**config.mk**
```make
export PLATFORM = sky130hd
export DESIGN_NAME = muldiv_sequencer
export DESIGN_NICKNAME = d
export VERILOG_FILES = /design/src/rtl/muldiv_sequencer.sv
export SDC_FILE = /design/constraint.sdc
export NUM_CORES = 1
export LEC_CHECK = 0
export BUFFER_PORTS_ARGS = -buffer_cell sky130_fd_sc_hd__clkbuf_2
export CAP_MARGIN = 10
export CORE_MARGIN = 10
export CORE_UTILIZATION = 25
export DETAILED_ROUTE_END_ITERATION = 12
export PLACE_DENSITY = 0.45
export SETUP_SLACK_MARGIN = 0.3
export SLEW_MARGIN = 20
export SYNTH_ARGS = -nofsm -noshare
export SYNTH_HDL_FRONTEND = slang
export SYNTH_SLANG_ARGS = --single-unit
```
**constraint.sdc**
```tcl
create_clock -name clk -period 7.94 [get_ports clk]
set_input_delay 0.397 -clock clk [delete_from_list [all_inputs] [get_ports clk]]
set_output_delay 0.397 -clock clk [all_outputs]
set_load 0.005 [all_outputs]
```
**src/rtl/muldiv_sequencer.sv**
```systemverilog
// Sequential 32x32 multiply / 32/32 divide unit with architectural HI/LO registers.
// One multiplier bit or one quotient bit is resolved per clock; signs are fixed up in a final step.
module muldiv_sequencer (
  input  logic        clk,
  input  logic        reset,
  input  logic        start,
  input  logic [1:0]  op,
  input  logic [31:0] a,
  input  logic [31:0] b,
  input  logic        write_hi,
  input  logic        write_lo,
  input  logic [31:0] wdata,
  output logic        busy,
  output logic        done,
  output logic        div0,
  output logic [31:0] hi,
  output logic [31:0] lo
);

  typedef enum logic [1:0] {
    IDLE = 2'd0,
    CALC = 2'd1,
    FIX  = 2'd2
  } state_e;

  state_e      state_q, state_d;
  logic [4:0]  cnt_q, cnt_d;
  logic        is_div_q, is_div_d;
  logic        neg_res_q, neg_res_d;
  logic        neg_rem_q, neg_rem_d;
  logic [31:0] opnd_q, opnd_d;
  logic [31:0] acc_hi_q, acc_hi_d;
  logic [31:0] acc_lo_q, acc_lo_d;
  logic [31:0] hi_q, hi_d;
  logic [31:0] lo_q, lo_d;
  logic        done_q, done_d;
  logic        div0_q, div0_d;
  logic        busy_q, busy_d;

  logic        a_neg_s, b_neg_s;
  logic [31:0] a_mag_s, b_mag_s;
  logic [32:0] sum_s;
  logic [32:0] shifted_s;
  logic [33:0] diff_s;
  logic [63:0] prod_s;

  // Operand magnitudes and per-iteration datapath terms.
  always_comb begin
    a_neg_s   = ~op[0] & a[31];
    b_neg_s   = ~op[0] & b[31];
    a_mag_s   = a_neg_s ? (32'd0 - a) : a;
    b_mag_s   = b_neg_s ? (32'd0 - b) : b;
    // Multiply: acc_lo holds the remaining multiplier bits, product shifts in from the top.
    sum_s     = {1'b0, acc_hi_q} + (acc_lo_q[0] ? {1'b0, opnd_q} : 33'd0);
    // Divide: acc_hi is the partial remainder, acc_lo shifts dividend out and quotient in.
    shifted_s = {acc_hi_q, acc_lo_q[31]};
    diff_s    = {1'b0, shifted_s} - {2'b00, opnd_q};
    prod_s    = {acc_hi_q, acc_lo_q};
  end

  // Next-state, datapath and HI/LO update.
  always_comb begin
    state_d   = state_q;
    cnt_d     = cnt_q;
    is_div_d  = is_div_q;
    neg_res_d = neg_res_q;
    neg_rem_d = neg_rem_q;
    opnd_d    = opnd_q;
    acc_hi_d  = acc_hi_q;
    acc_lo_d  = acc_lo_q;
    hi_d      = hi_q;
    lo_d      = lo_q;
    done_d    = 1'b0;
    div0_d    = 1'b0;

    case (state_q)
      IDLE: begin
        if (write_hi) begin
          hi_d = wdata;
        end else begin
          hi_d = hi_q;
        end
        if (write_lo) begin
          lo_d = wdata;
        end else begin
          lo_d = lo_q;
        end
        if (start) begin
          state_d   = CALC;
          cnt_d     = 5'd0;
          is_div_d  = op[1];
          neg_res_d = a_neg_s ^ b_neg_s;
          neg_rem_d = a_neg_s;
          acc_hi_d  = 32'd0;
          if (op[1]) begin
            opnd_d   = b_mag_s;
            acc_lo_d = a_mag_s;
          end else begin
            opnd_d   = a_mag_s;
            acc_lo_d = b_mag_s;
          end
        end else begin
          state_d = IDLE;
        end
      end

      CALC: begin
        if (is_div_q) begin
          if (!diff_s[33]) begin
            acc_hi_d = diff_s[31:0];
            acc_lo_d = {acc_lo_q[30:0], 1'b1};
          end else begin
            acc_hi_d = shifted_s[31:0];
            acc_lo_d = {acc_lo_q[30:0], 1'b0};
          end
        end else begin
          acc_hi_d = sum_s[32:1];
          acc_lo_d = {sum_s[0], acc_lo_q[31:1]};
        end
        cnt_d = cnt_q + 5'd1;
        if (cnt_q == 5'd31) begin
          state_d = FIX;
        end else begin
          state_d = CALC;
        end
      end

      FIX: begin
        state_d = IDLE;
        done_d  = 1'b1;
        if (is_div_q) begin
          if (opnd_q == 32'd0) begin
            div0_d = 1'b1;
          end else begin
            hi_d = neg_rem_q ? (32'd0 - acc_hi_q) : acc_hi_q;
            lo_d = neg_res_q ? (32'd0 - acc_lo_q) : acc_lo_q;
          end
        end else begin
          {hi_d, lo_d} = neg_res_q ? (64'd0 - prod_s) : prod_s;
        end
      end

      default: begin
        state_d = IDLE;
      end
    endcase

    busy_d = (state_d != IDLE);
  end

  // State and output registers.
  always_ff @(posedge clk or posedge reset) begin
    if (reset) begin
      state_q   <= IDLE;
      cnt_q     <= 5'd0;
      is_div_q  <= 1'b0;
      neg_res_q <= 1'b0;
      neg_rem_q <= 1'b0;
      opnd_q    <= 32'd0;
      acc_hi_q  <= 32'd0;
      acc_lo_q  <= 32'd0;
      hi_q      <= 32'd0;
      lo_q      <= 32'd0;
      done_q    <= 1'b0;
      div0_q    <= 1'b0;
      busy_q    <= 1'b0;
    end else begin
      state_q   <= state_d;
      cnt_q     <= cnt_d;
      is_div_q  <= is_div_d;
      neg_res_q <= neg_res_d;
      neg_rem_q <= neg_rem_d;
      opnd_q    <= opnd_d;
      acc_hi_q  <= acc_hi_d;
      acc_lo_q  <= acc_lo_d;
      hi_q      <= hi_d;
      lo_q      <= lo_d;
      done_q    <= done_d;
      div0_q    <= div0_d;
      busy_q    <= busy_d;
    end
  end

  assign busy = busy_q;
  assign done = done_q;
  assign div0 = div0_q;
  assign hi   = hi_q;
  assign lo   = lo_q;

endmodule

```
==> results of run 1 <==
flip-flops by register name, summed over array words and instances, names as in the netlist:
name	cells
acc_hi_q	32
acc_lo_q	32
busy	1
cnt_q	5
div0	1
done	1
hi	32
is_div_q	1
lo	32
neg_rem_q	1
neg_res_q	1
opnd_q	32
state_q	2
layout by cell type, fill, tap and decap left out, drive strengths merged, types with 7 or more instances in the layout:
master and instances:
ha 70, o41ai 14, a22oi 18, nand2 194, a31oi 24, or4 15, nor2b 18, inv 63
o21a 10, o21ai 207, and3 10, nor2 207, o211ai 28, xnor2 93, nor3 33, xor2 79
and2 22, a21o 35, mux2i 47, o31ai 42, nand4 9, dfrtp 173, clkbuf 188, nor3b 7
a21oi 172, nor4 16, buf 18, or3 17, a211oi 48, nand3 25, nand2b 14
worst reg2reg max path, cell delays in order, from the launching register on:
cell       delay (ns)
dfrtp_1          0.46
clkinv_1         0.75
nor2_1           0.34
ha_1             0.32
nor2b_1          0.16
o31a_1           0.25
o21a_1           0.19
o2111ai_1        0.29
and2_1           0.19
o21ai_0          0.15
a311oi_1         0.61
o311ai_0         0.27
a31o_2           0.29
o211ai_1         0.08
through the flow:
stage	setup WS [ns]	power, mW	hold slack [ns]	cells	util
2_1_floorplan	2.85	5.32	0.449	1907	-
4_1_cts	3.54	7.89	0.172	2781	0.288
6_report	3.51	7.89	0.220	2781	0.288
3_3_place_gp	3.64	6.97	0.466	2748	0.278
3_5_place_dp	3.57	6.97	0.471	2748	0.278
5_1_grt	3.10	8.57	0.211	2781	0.288
power groups by stage:
stage	Combinational (mW)	Sequential, mW	Clock, mW
2_1_floorplan	3.65	1.67	0
3_5_place_dp	4.96	2.00	0
3_3_place_gp	4.97	2.00	0
6_report	5.00	2.00	0.887
4_1_cts	4.99	1.99	0.914
5_1_grt	5.57	2.06	0.943
cell type report:
cell class              count  area (µm²)
clock buffers              19         453
clock inverters            13         149
fillers                  6430       41800
inverters                  59         226
multi-input cells        1556        9830
flip-flops and latches    173        4330
well taps                 773         967
repair buffers            188         991
path summary, 6_finish.rpt:
| check | cells past startpoint | from | endpoint |
|---|---|---|---|
| worst max-delay path | 13 | acc_lo_q[0] | acc_hi_q[27] |
| worst min-delay path | 3 | wdata[27] | lo[27] |
| worst max register to register | 13 | acc_lo_q[0] | acc_hi_q[27] |
| worst min register to register | 2 | hi[23] | hi[23] |
| max in group asynchronous | 4 | reset | is_div_q |
| min in group asynchronous | 3 | reset | lo[12] |
routing by layer:
metal | global-route usage | vias to the layer above | routed length, µm
met1 | 0.240 | 6990 | 29300
met4 | 0.0402 | 0 | 862
met2 | 0.248 | 413 | 26000
met3 | 0.0306 | 39 | 3190
li1 | - | 7045 | -
met5 | 0 | - | 0
cells by family (layout without fill, tap and decap cells):
family / Yosys count / count (layout)
AOI/OAI and AO/OA: 652 / 652
xor gates and xnor gates: 172 / 172
adders and majority gates: 72 / 72
buffers and inverters: 178 / 279
DFF: 173 / 173
muxes: 48 / 48
and+or+nand+nor: 612 / 612
==> reports/results.env, run 1 <==
YOSYSWARNINGS=0
SLEW_LIMIT_HEADROOM=0.286
MAX_CLOCK_FREQ_MHz=226
NETLIST_TOP_CELLS_COUNT='nor2_1, o21ai_0, nand2_1, dfrtp_1, a21oi_1'
HPWLAFTERDP_UM=47200
TIMING.MAX_CAP.VIOLATIONS=0
CELL_INTERNAL_PWR_mW=3.79
FINALNETCOUNT=2170
DETAIL_ROUTE.FIRST_PASS.ITERATIONS=5
CTS_MAX_PATH_BUFFERS=2
TIGHTESTPINTRANSITION_NS=1.07
FINAL-SETUP-VIOL-COUNT=0
CRITPATHTOPFAMILY='compound AO/OA/AOI/OAI gates'
WORST-R2R-SETUP-SLACK_NS=3.51
DOMINANTREGCELLSYNTH='dfrtp_1'
DRT_ITER0_DRC=1137
CTS_TREE='built'
DIE_W_UM=263
WORST_PATH_REQUIRED_TIME_NS=8.34
TIMING.FINAL.CRIT_SHARE=0.558
PATH_CLK_SLEW_NS=0.08
PART_OF_THE_TOTAL_POWER_DISSIPATED_IN_COMBINATIONAL_LOGIC=0.634
SYNTH.MOST_COMMON_CELL='nor2_1'
POSTSYNTHAREAPERCELL_UM2=7.76
DIEAREA_UM2=69300
CTS.REPAIR.RESIZED=0
CRITICAL_PATH.MAX_FANOUT=31
PORT_BUFFERS=169
POSTSYNTHREGISTERBITS=173
MAX-VDD-IR-DROP_mV=0.188
PLACEMENT.CELL_AREA_UM2=16300
GRT_PASS1_WL_UM=89400
CORE-AREA_UM2=58800
CTS_HOLD_BUF=1
DRC=0
POST_SYNTH_AND_OR_NAND_NOR_AREA_FRACTION=0.194
SYNTH_TOP_FAMILY_BY_AREA='compound AO/OA/AOI/OAI gates'
CLOCKPOWERSHARE=0.113
INSERTED_CLOCK_BUFFERS=17
POST_DRT_WL_PER_CELL_UM=21.4
TOTALNEGATIVESETUPSLACK_NS=0
ANTENNA_LEFT=0
ARRIVAL_WORST_ENDPOINT_NS=4.83
REPORT.FINAL.SLEW_VIOL_COUNT=0
AREA.GROWTH.SYNTH_TO_FINAL_PCT=14.6
SYNTHESIS.NETS=2082
STARTPOINT_TYPE='flop'
GRT_PASS1_VIAS=13800
POWER.SWITCHING_FRACTION=0.519
CPMAXSTAGEDELAYCELL='clkinv_1'
MAXIMUM_NUMBER_OF_PINS_ON_ONE_NET_BEFORE_GLOBAL_ROUTE_REPAIR=78
INITIAL_UTILIZATION=0.252
POST_SYNTH_NUM_CELL_TYPES=74
GRTUSAGETOTAL=0.166
YOSYS.AREA_SHARE.XOR_XNOR=0.102
WORSTPATHCELLLIST='clkinv_1, nor2_1, ha_1, nor2b_1, o31a_1, o21a_1, o2111ai_1, and2_1, o21ai_0, a311oi_1, o311ai_0, a31o_2, o211ai_1'
MIN_DELAY_WORST_TYPE='primary input to flop'
CLK-INSERTION-DELAY-LATE_NS=0.49
CRITICAL_PATH_BUF_INV_COUNT=1
SYNTH_ENABLE_FLOP_CELLS=0
POSTCTSSETUPREPAIRBUFS=0
RUN_STATUS='complete, no violations'
P_SWITCHING_mW=4.10
HOLD_VIOL=0
CRITPATHMAXSTAGEDELAY_NS=0.75
ROW_COUNT=89
ANTENNA_CELLS=0
PERIOD_NEEDED_NS=4.43
CRITICAL_PATH_CLASS='flop to flop'
POST_SYNTH_INSTANCE_AREA_UM2=14800
ROUTED_VIA_DENSITY=5.21
GLOBALPLACE.CONGESTION=0.917
FLOORPLAN.IO_PINS=170
SYNTHESIS.INSTANCES=1907
LEAKAGE_nW=7.27
RSZ0062_AT_GRT='false'
DRIVE_GT1_FRAC=0.122
SYNTH-SEQ-AREA-SHARE=0.293
SYNTHADDERAREAFRAC=0.0619
FINAL.SETUP_SKEW_NS=0.00977
ANTENNA_FOUND_INITIAL=1
MUXSHAREOFSYNTHAREA=0.0326
CTSROOTBUFFERMASTER='clkbuf_16'
POSTROUTEWIRELENGTH_UM=59400
POWER.SHARE.SEQUENTIAL=0.254
SYNTH-ASYNC-RESET-RATIO=1.00
CRIT_PATH_CAPTURE_TYPE='flop'
YOSYS-TOP-CELLS-AREA='dfrtp_1, o21ai_0, ha_1, a21oi_1, xnor2_1'
PWR_DENSITY_CELL_nW_PER_UM2=465
VIAS=14500
REMAINING_GLOBAL_ROUTE_OVERFLOW=0
CTS.SINK_COUNT=173
SYNTH_TOP_CELL_AREA_SHARE=0.293
SYNTH-COMPOUND-AREA-SHARE=0.271
LAYOUT.CELL_AREA.NON_FILLER_UM2=17000
HTREEDEPTH=4
DIE_HEIGHT_UM=263
SYNTH_TOP_CELL_BY_AREA='dfrtp_1'
Power figures use the tool's default switching activity.
==> run 2: changes to the inputs <==
--- a/config.mk
+++ b/config.mk
@@ -10,7 +10,7 @@
 export CORE_MARGIN = 10
 export CORE_UTILIZATION = 25
 export DETAILED_ROUTE_END_ITERATION = 12
-export PLACE_DENSITY = 0.45
+export PLACE_DENSITY = 0.46
 export SETUP_SLACK_MARGIN = 0.3
 export SLEW_MARGIN = 20
 export SYNTH_ARGS = -nofsm -noshare
==> constraint.sdc (replaced) <==
create_clock -name clk -period 3.7 [get_ports clk]
set_input_delay 0.185 -clock clk [delete_from_list [all_inputs] [get_ports clk]]
set_output_delay 0.185 -clock clk [all_outputs]
set_load 0.005 [all_outputs]
==> run 2 against run 1 <==
Non-clock buffer count up 133. Maximum frequency increased by 33%. Via count rose by 5.8%. Final cell count rose by 4.8%. Power increased by 140%. Register-to-register slack got worse by 3.1 ns. Die area unchanged. Global-route usage rose by 0.79 points. Largest cell class unchanged.
==> reports/results.env, run 2 (same netlist as run 1, synthesis figures left out) <==
REG2REG_DEPTH=11  # -2
STARTPOINT_TYPE='flop'
WORST_PATH_REQUIRED_TIME_NS=4.06  # -4.28 ns
LAYOUT.CELLS.MOST_COMMON_LIST='nor2_1, nand2_1, o21ai_0'
CRIT_PATH_CAPTURE_TYPE='flop'
PERIOD_NEEDED_NS=3.34  # -1.09 ns
CLOCKPOWERSHARE=0.101  # -0.012
RUN_STATUS='complete, no violations'
DIE_HEIGHT_UM=263  # unchanged
HOLD_VIOL=0  # unchanged
HOLD_WORST_PATH_END='lo[18]'
HTREEDEPTH=4  # unchanged
CLK-INSERTION-DELAY-LATE_NS=0.49  # about the same
REMAINING_GLOBAL_ROUTE_OVERFLOW=0  # unchanged
MOSTFREQUENTLAYOUTCELL='nor2_1'
MAX_CLOCK_FREQ_MHz=300  # +33%
RSZ0062_AT_GRT='true'
PLACE.DETAILED.INSTANCES=2847  # +3.6%
MAXIMUM_NUMBER_OF_PINS_ON_ONE_NET_BEFORE_GLOBAL_ROUTE_REPAIR=98  # +26%
INSERTED_CLOCK_BUFFERS=17  # unchanged
DIEAREA_UM2=69300  # unchanged
ROUTED_VIA_DENSITY=5.26  # +0.93%
SLEW_LIMIT_HEADROOM=0.361  # +0.0748
TIMING.FINAL.CRIT_SHARE=0.902  # +0.344
R2R-END='hi[17]'
MIN_DELAY_WORST_TYPE='primary input to flop'
DRT_ITER0_DRC=1307  # +15%
GRT_PASS1_VIAS=14600  # +6.3%
POWER.SHARE.SEQUENTIAL=0.200  # -0.054
POST_DRT_WL_PER_CELL_UM=21.4  # +0.18%
GRT_PASS1_WL_UM=93900  # +5.0%
DRIVE_GT1_FRAC=0.201  # +0.0788
P_SWITCHING_mW=9.44  # +130%
CELL_INTERNAL_PWR_mW=9.48  # +150%
CRITICAL_PATH.MAX_FANOUT=7  # -77%
MAX-VDD-IR-DROP_mV=0.363  # +93%
CTSROOTBUFFERMASTER='clkbuf_16'
FINAL-SETUP-VIOL-COUNT=0  # unchanged
CORE-AREA_UM2=58800  # unchanged
POST_LAYOUT_NONFILLER_INSTANCES=2915  # +4.8%
TIMING.MAX_CAP.VIOLATIONS=0  # unchanged
ROUTEDLENGTHMET1_UM=30100  # +2.7%
GLOBALPLACE.CONGESTION=0.940  # +2.5%
TOP_SIGNAL_LAYER_USED='met4'
FLOORPLAN.IO_PINS=170  # unchanged
GRTUSAGETOTAL=0.174  # +0.00794
FINALNETCOUNT=2303  # +6.1%
PATH_CLK_SLEW_NS=0.08  # about the same
VIAS=15300  # +5.8%
DIE_W_UM=263  # unchanged
CRITICAL_PATH_CLASS='flop to flop'
REPORT.FINAL.SLEW_VIOL_COUNT=0  # unchanged
FINAL.SETUP_SKEW_NS=0.0162  # +0.00647 ns
HOLDCRITSTARTPOINT='wdata[18]'
DETAIL_ROUTE.FIRST_PASS.ITERATIONS=5  # unchanged
ROUTE.MET3.WL_UM=4070  # +28%
INITIAL_UTILIZATION=0.252  # unchanged
DR_WL_MET2_UM=27100  # +4.1%
WORSTREG2REGSTART='acc_lo_q[21]'
LEAKAGE_nW=8.02  # +10%
CTS.SINK_COUNT=173  # unchanged
ARRIVAL_WORST_ENDPOINT_NS=3.70  # -1.13 ns
POWER.SWITCHING_FRACTION=0.499  # -0.0203
PWR_DENSITY_CELL_nW_PER_UM2=1030  # +120%
TIMING.HOLD.WORST_PATH_DEPTH=3  # unchanged
HOLD_SLACK_NS=0.0501  # -0.170 ns
TIGHTESTPINTRANSITION_NS=0.956  # -0.113 ns
ANTENNA_FOUND_INITIAL=0  # -1
TOTALNEGATIVESETUPSLACK_NS=0  # unchanged
HPWLAFTERDP_UM=49800  # +5.5%
ANTENNA_LEFT=0  # unchanged
WORST-R2R-SETUP-SLACK_NS=0.36  # -3.15 ns
PORT_BUFFERS=169  # unchanged
POSTROUTEWIRELENGTH_UM=62400  # +5.0%
CTS_TREE='built'
DRC=0  # unchanged
ROW_COUNT=89  # unchanged
CTS_MAX_PATH_BUFFERS=2  # unchanged
PART_OF_THE_TOTAL_POWER_DISSIPATED_IN_COMBINATIONAL_LOGIC=0.699  # +0.065
AREA.GROWTH.SYNTH_TO_FINAL_PCT=24.5
[run 2: cell count changes in the layout (fill, tap and decap cells not counted), sizes merged]
cell,change
clkinvlp,-2
diode,+1
clkbuf,+1
clkinv,+1
bufinv,+1
dlygate4sd3,+7
buf,+125
[run 2: final cells by class]
class | count | area [µm²]
Fill cell | 6399 | 40400
Multi-Input combinational cell | 1556 | 10100
Sequential cell | 173 | 4330
Timing Repair Buffer | 321 | 2150
Tap cell | 773 | 967
Clock buffer | 19 | 443
Inverter | 59 | 228
Clock inverter | 13 | 151
Antenna cell | 1 | 2.50
[run 2: power by group through the flow]
stage          logic (mW)  clock network, mW  registers (mW)
6_report             13.2               1.92            3.78
5_1_grt              14.4               2.04            3.88
4_1_cts              12.4               1.98            3.74
3_5_place_dp         12.2                  0            3.77
3_3_place_gp         12.2                  0            3.75
2_1_floorplan        7.83                  0            3.58
[run 2: critical path: stages (launching register included)]
cell	delay, ns
dfrtp_1	0.38
or4_4	0.54
or3_4	0.39
or4_4	0.54
or3_4	0.48
nand2_8	0.11
buf_4	0.11
a31oi_1	0.11
xnor2_2	0.29
nand2_1	0.10
o21ai_0	0.08
o21ai_0	0.09
[run 2: worst max-delay path by stage]
| stage | slack, ns | cells past startpoint | from | endpoint |
|---|---|---|---|---|
| 4_1_cts | 0.30 | 13 | opnd_q[20] | acc_hi_q[1] |
| 3_5_place_dp | 0.06 | 14 | acc_lo_q[0] | acc_hi_q[25] |
| 3_3_place_gp | 0.14 | 14 | acc_lo_q[0] | acc_hi_q[25] |
| 5_1_grt | 0.21 | 15 | acc_lo_q[0] | acc_hi_q[31] |
| 6_report | 0.36 | 11 | acc_lo_q[21] | hi[17] |
| 2_1_floorplan | 0.33 | 12 | acc_hi_q[19] | acc_hi_q[1] |
[run 2: per-layer routing]
layer | track usage | vias up
met5 | 0 | -
met4 | 0.0466 | 0
met3 | 0.0335 | 53
met2 | 0.260 | 528
met1 | 0.250 | 7441
li1 | - | 7304
[run 2: through the flow]
| stage | worst slack [ns] | utilization | total power [mW] | cell area (µm²) |
|---|---|---|---|---|
| finish | 0.361 | 0.313 | 18.9 | 18400 |
| global route | 0.207 | 0.313 | 20.3 | 18400 |
| CTS | 0.302 | 0.306 | 18.1 | 18000 |
| detailed placement | 0.0620 | 0.292 | 15.9 | 17200 |
| global placement | 0.138 | 0.292 | 15.9 | 17200 |
| floorplan | 0.327 | - | 11.4 | 14800 |
[run 2: repair_timing]
action / 4_1_cts / 5_1_grt
hold buffers: 8 / 0
pin swaps: 5 / 26
buffers inserted: 4 / 22
setup endpoints to repair: 33 / 40
endpoints found under the hold margin: 41 / 0
gates resized for setup: 19 / 56
cloned: 0 / 1
==> run 3: changes to the inputs <==
--- a/config.mk
+++ b/config.mk
@@ -10,7 +10,6 @@
 export CORE_MARGIN = 10
 export CORE_UTILIZATION = 25
 export DETAILED_ROUTE_END_ITERATION = 12
-export PLACE_DENSITY = 0.46
 export SETUP_SLACK_MARGIN = 0.3
 export SLEW_MARGIN = 20
 export SYNTH_ARGS = -nofsm -noshare
==> run 3 against run 2 <==
Die area unchanged. Global-route usage down 0.69 points. Final cell count down 0.14%. Critical path type unchanged. Cell area down 0.75%. Worst setup slack better by 0.014 ns. Largest power group unchanged. Power down 1.3%. Worst hold slack worse by 0.0075 ns. Routed wire length down 1.8%.
==> reports/results.env, run 3 (same netlist as run 1, synthesis figures left out) <==
CTS_TREE='built'
RSZ0062_AT_GRT='true'
LAYOUT.CELLS.MOST_COMMON_LIST='nor2_1, o21ai_0, nand2_1'
VIAS=15500  # +1.1%
MOSTFREQUENTLAYOUTCELL='nor2_1'
CPMAXSTAGEDELAYCELL='or4_1'
REMAINING_GLOBAL_ROUTE_OVERFLOW=0  # unchanged
CLOCKPOWERSHARE=0.101  # about the same
FLOORPLAN.IO_PINS=170  # unchanged
WORSTPATHCELLLIST='inv_1, ha_4, o21a_1, o31a_1, o21ai_1, a211oi_2, a21o_1, a41oi_2, buf_6, o31a_1, or4_1, a31oi_1, a211o_1'
MIN_DELAY_WORST_TYPE='primary input to flop'
SLEW_LIMIT_HEADROOM=0.349  # -0.0119
DRC=0  # unchanged
POST-PLACE-WS_NS=0.0979  # +0.0359 ns
WORST-R2R-SETUP-SLACK_NS=0.38  # about the same
HTREEDEPTH=4  # unchanged
FINAL-SETUP-VIOL-COUNT=0  # unchanged
CRIT_PATH_CAPTURE_TYPE='flop'
POST_LAYOUT_NONFILLER_INSTANCES=2911  # -0.14%
TIMING.HOLD.WORST_PATH_DEPTH=3  # unchanged
POST_DRT_WL_PER_CELL_UM=21.0  # -1.7%
GLOBALPLACE.CONGESTION=0.931  # -0.95%
DIEAREA_UM2=69300  # unchanged
PATH_CLK_SLEW_NS=0.08  # about the same
RUN_STATUS='complete, no violations'
DIE_HEIGHT_UM=263  # unchanged
STARTPOINT_TYPE='flop'
DRT_ITER0_DRC=1412  # +8.0%
PERIOD_NEEDED_NS=3.32  # -0.0142 ns
CTSROOTBUFFERMASTER='clkbuf_16'
MAXIMUM_NUMBER_OF_PINS_ON_ONE_NET_BEFORE_GLOBAL_ROUTE_REPAIR=98  # unchanged
TIGHTESTPINTRANSITION_NS=0.975  # +0.0188 ns
PLACE.DETAILED.INSTANCES=2855  # +0.28%
CELL_INTERNAL_PWR_mW=9.43  # -0.47%
PART_OF_THE_TOTAL_POWER_DISSIPATED_IN_COMBINATIONAL_LOGIC=0.697  # -0.002
CRIT_CELLS=13  # +2
CRITICAL_PATH_CLASS='flop to flop'
P_SWITCHING_mW=9.25  # -2.1%
ROUTED_VIA_DENSITY=5.32  # +1.2%
FILLERS=6245  # -2.4%
DETAIL_ROUTE.FIRST_PASS.ITERATIONS=7  # +2
PORT_BUFFERS=169  # unchanged
CTS.SINK_COUNT=173  # unchanged
AREA.GROWTH.SYNTH_TO_FINAL_PCT=23.6
CORE-AREA_UM2=58800  # unchanged
POWER.SWITCHING_FRACTION=0.495  # -0.00408
TIMING.FINAL.CRIT_SHARE=0.898  # -0.00385
WORST_PATH_REQUIRED_TIME_NS=4.10  # +0.04 ns
TIMING.MAX_CAP.VIOLATIONS=0  # unchanged
PWR_DENSITY_CELL_nW_PER_UM2=1020  # -0.53%
GRTUSAGETOTAL=0.167  # -0.00687
POST-ROUTE-WORST-SETUP-SLACK_NS=0.376  # +0.0142 ns
INSERTED_CLOCK_BUFFERS=17  # unchanged
FINALNETCOUNT=2299  # -0.17%
REPORT.FINAL.SLEW_VIOL_COUNT=0  # unchanged
CRITPATHMAXSTAGEDELAY_NS=0.50  # -0.04 ns
GRT_PASS1_WL_UM=91000  # -3.1%
GRT_PASS1_VIAS=14600  # -0.40%
ROW_COUNT=89  # unchanged
FINAL.SETUP_SKEW_NS=0.0136  # -0.00261 ns
POSTLAYOUTCOREUTIL=0.311  # -0.00234
LEAKAGE_nW=7.97  # -0.57%
MAX-VDD-IR-DROP_mV=0.468  # +29%
POWER.SHARE.SEQUENTIAL=0.202  # +0.002
HOLD_VIOL=0  # unchanged
ANTENNA_LEFT=0  # unchanged
TOTAL_POWER_mW=18.7  # -1.3%
CPMOSTUSEDCELL='o31a_1'
CRITPATHTOPFAMILY='compound AO/OA/AOI/OAI gates'
CTS_MAX_PATH_BUFFERS=2  # unchanged
ARRIVAL_WORST_ENDPOINT_NS=3.73  # +0.03 ns
CRITICAL_PATH.MAX_FANOUT=4  # -3
DRIVE_GT1_FRAC=0.198  # -0.00290
MAX_CLOCK_FREQ_MHz=301  # +0.43%
CRITICAL_PATH_BUF_INV_COUNT=2  # +1
ANTENNA_FOUND_INITIAL=6  # +6
HPWLAFTERDP_UM=48400  # -2.8%
REG2REG_DEPTH=13  # +2
INITIAL_UTILIZATION=0.252  # unchanged
TOTALNEGATIVESETUPSLACK_NS=0  # unchanged
DIE_W_UM=263  # unchanged
CLK-INSERTION-DELAY-LATE_NS=0.46  # -0.03 ns
POSTROUTEWIRELENGTH_UM=61300  # -1.8%
run 3: power groups by stage:
stage / logic [mW] / registers [mW] / clock network (mW)
after CTS: 12.3 / 3.73 / 1.91
after detailed placement: 12.1 / 3.76 / 0
after global placement: 12.1 / 3.73 / 0
final: 13.0 / 3.78 / 1.89
after global routing: 14.2 / 3.86 / 1.99
after floorplan: 7.83 / 3.58 / 0
run 3: path summary, 6_finish.rpt:
kind	endpoint	start
worst max-delay path	acc_hi_q[30]	opnd_q[3]
worst min-delay path	hi[14]	wdata[14]
worst max register to register	acc_hi_q[30]	opnd_q[3]
worst min register to register	hi[22]	hi[22]
max in group asynchronous	state_q[1]	reset
min in group asynchronous	lo[0]	reset
run 3: through the flow:
step / instance area [µm²] / hold WS (ns)
after CTS: 17900 / 0.0234
final: 18300 / 0.0426
after global routing: 18300 / 0.0324
after global placement: 17200 / 0.333
after detailed placement: 17200 / 0.333
after floorplan: 14800 / 0.281
run 3: timing repair:
action	4_1_cts	5_1_grt
gates resized for setup	10	52
hold buffers	1	0
setup endpoints to repair	32	42
endpoints found under the hold margin	28	0
pin swaps	2	20
buffers inserted	1	21
run 3: area by class of cell:
cell class / count / area [µm²] / area share
antenna: 1 / 2.50 / 0.000137
clock buffer: 19 / 443 / 0.0242
clock inverter: 13 / 145 / 0.00794
inverter: 59 / 228 / 0.0125
multi-input combinational: 1556 / 10100 / 0.552
sequential: 173 / 4330 / 0.237
tap: 773 / 967 / 0.0529
timing repair buffer: 317 / 2070 / 0.113
run 3: worst min-delay path: stages:
cell	delay [ns]
clkbuf_2	0.11
a21oi_1	0.06
o21ai_1	0.11
run 3: routing by layer:
layer	vias to the layer above	routed length, µm	GRT usage
met3	84	4710	0.0372
met1	7448	27600	0.231
met4	10	1310	0.0415
met5	-	67	0
li1	7325	-	-
met2	622	27600	0.259
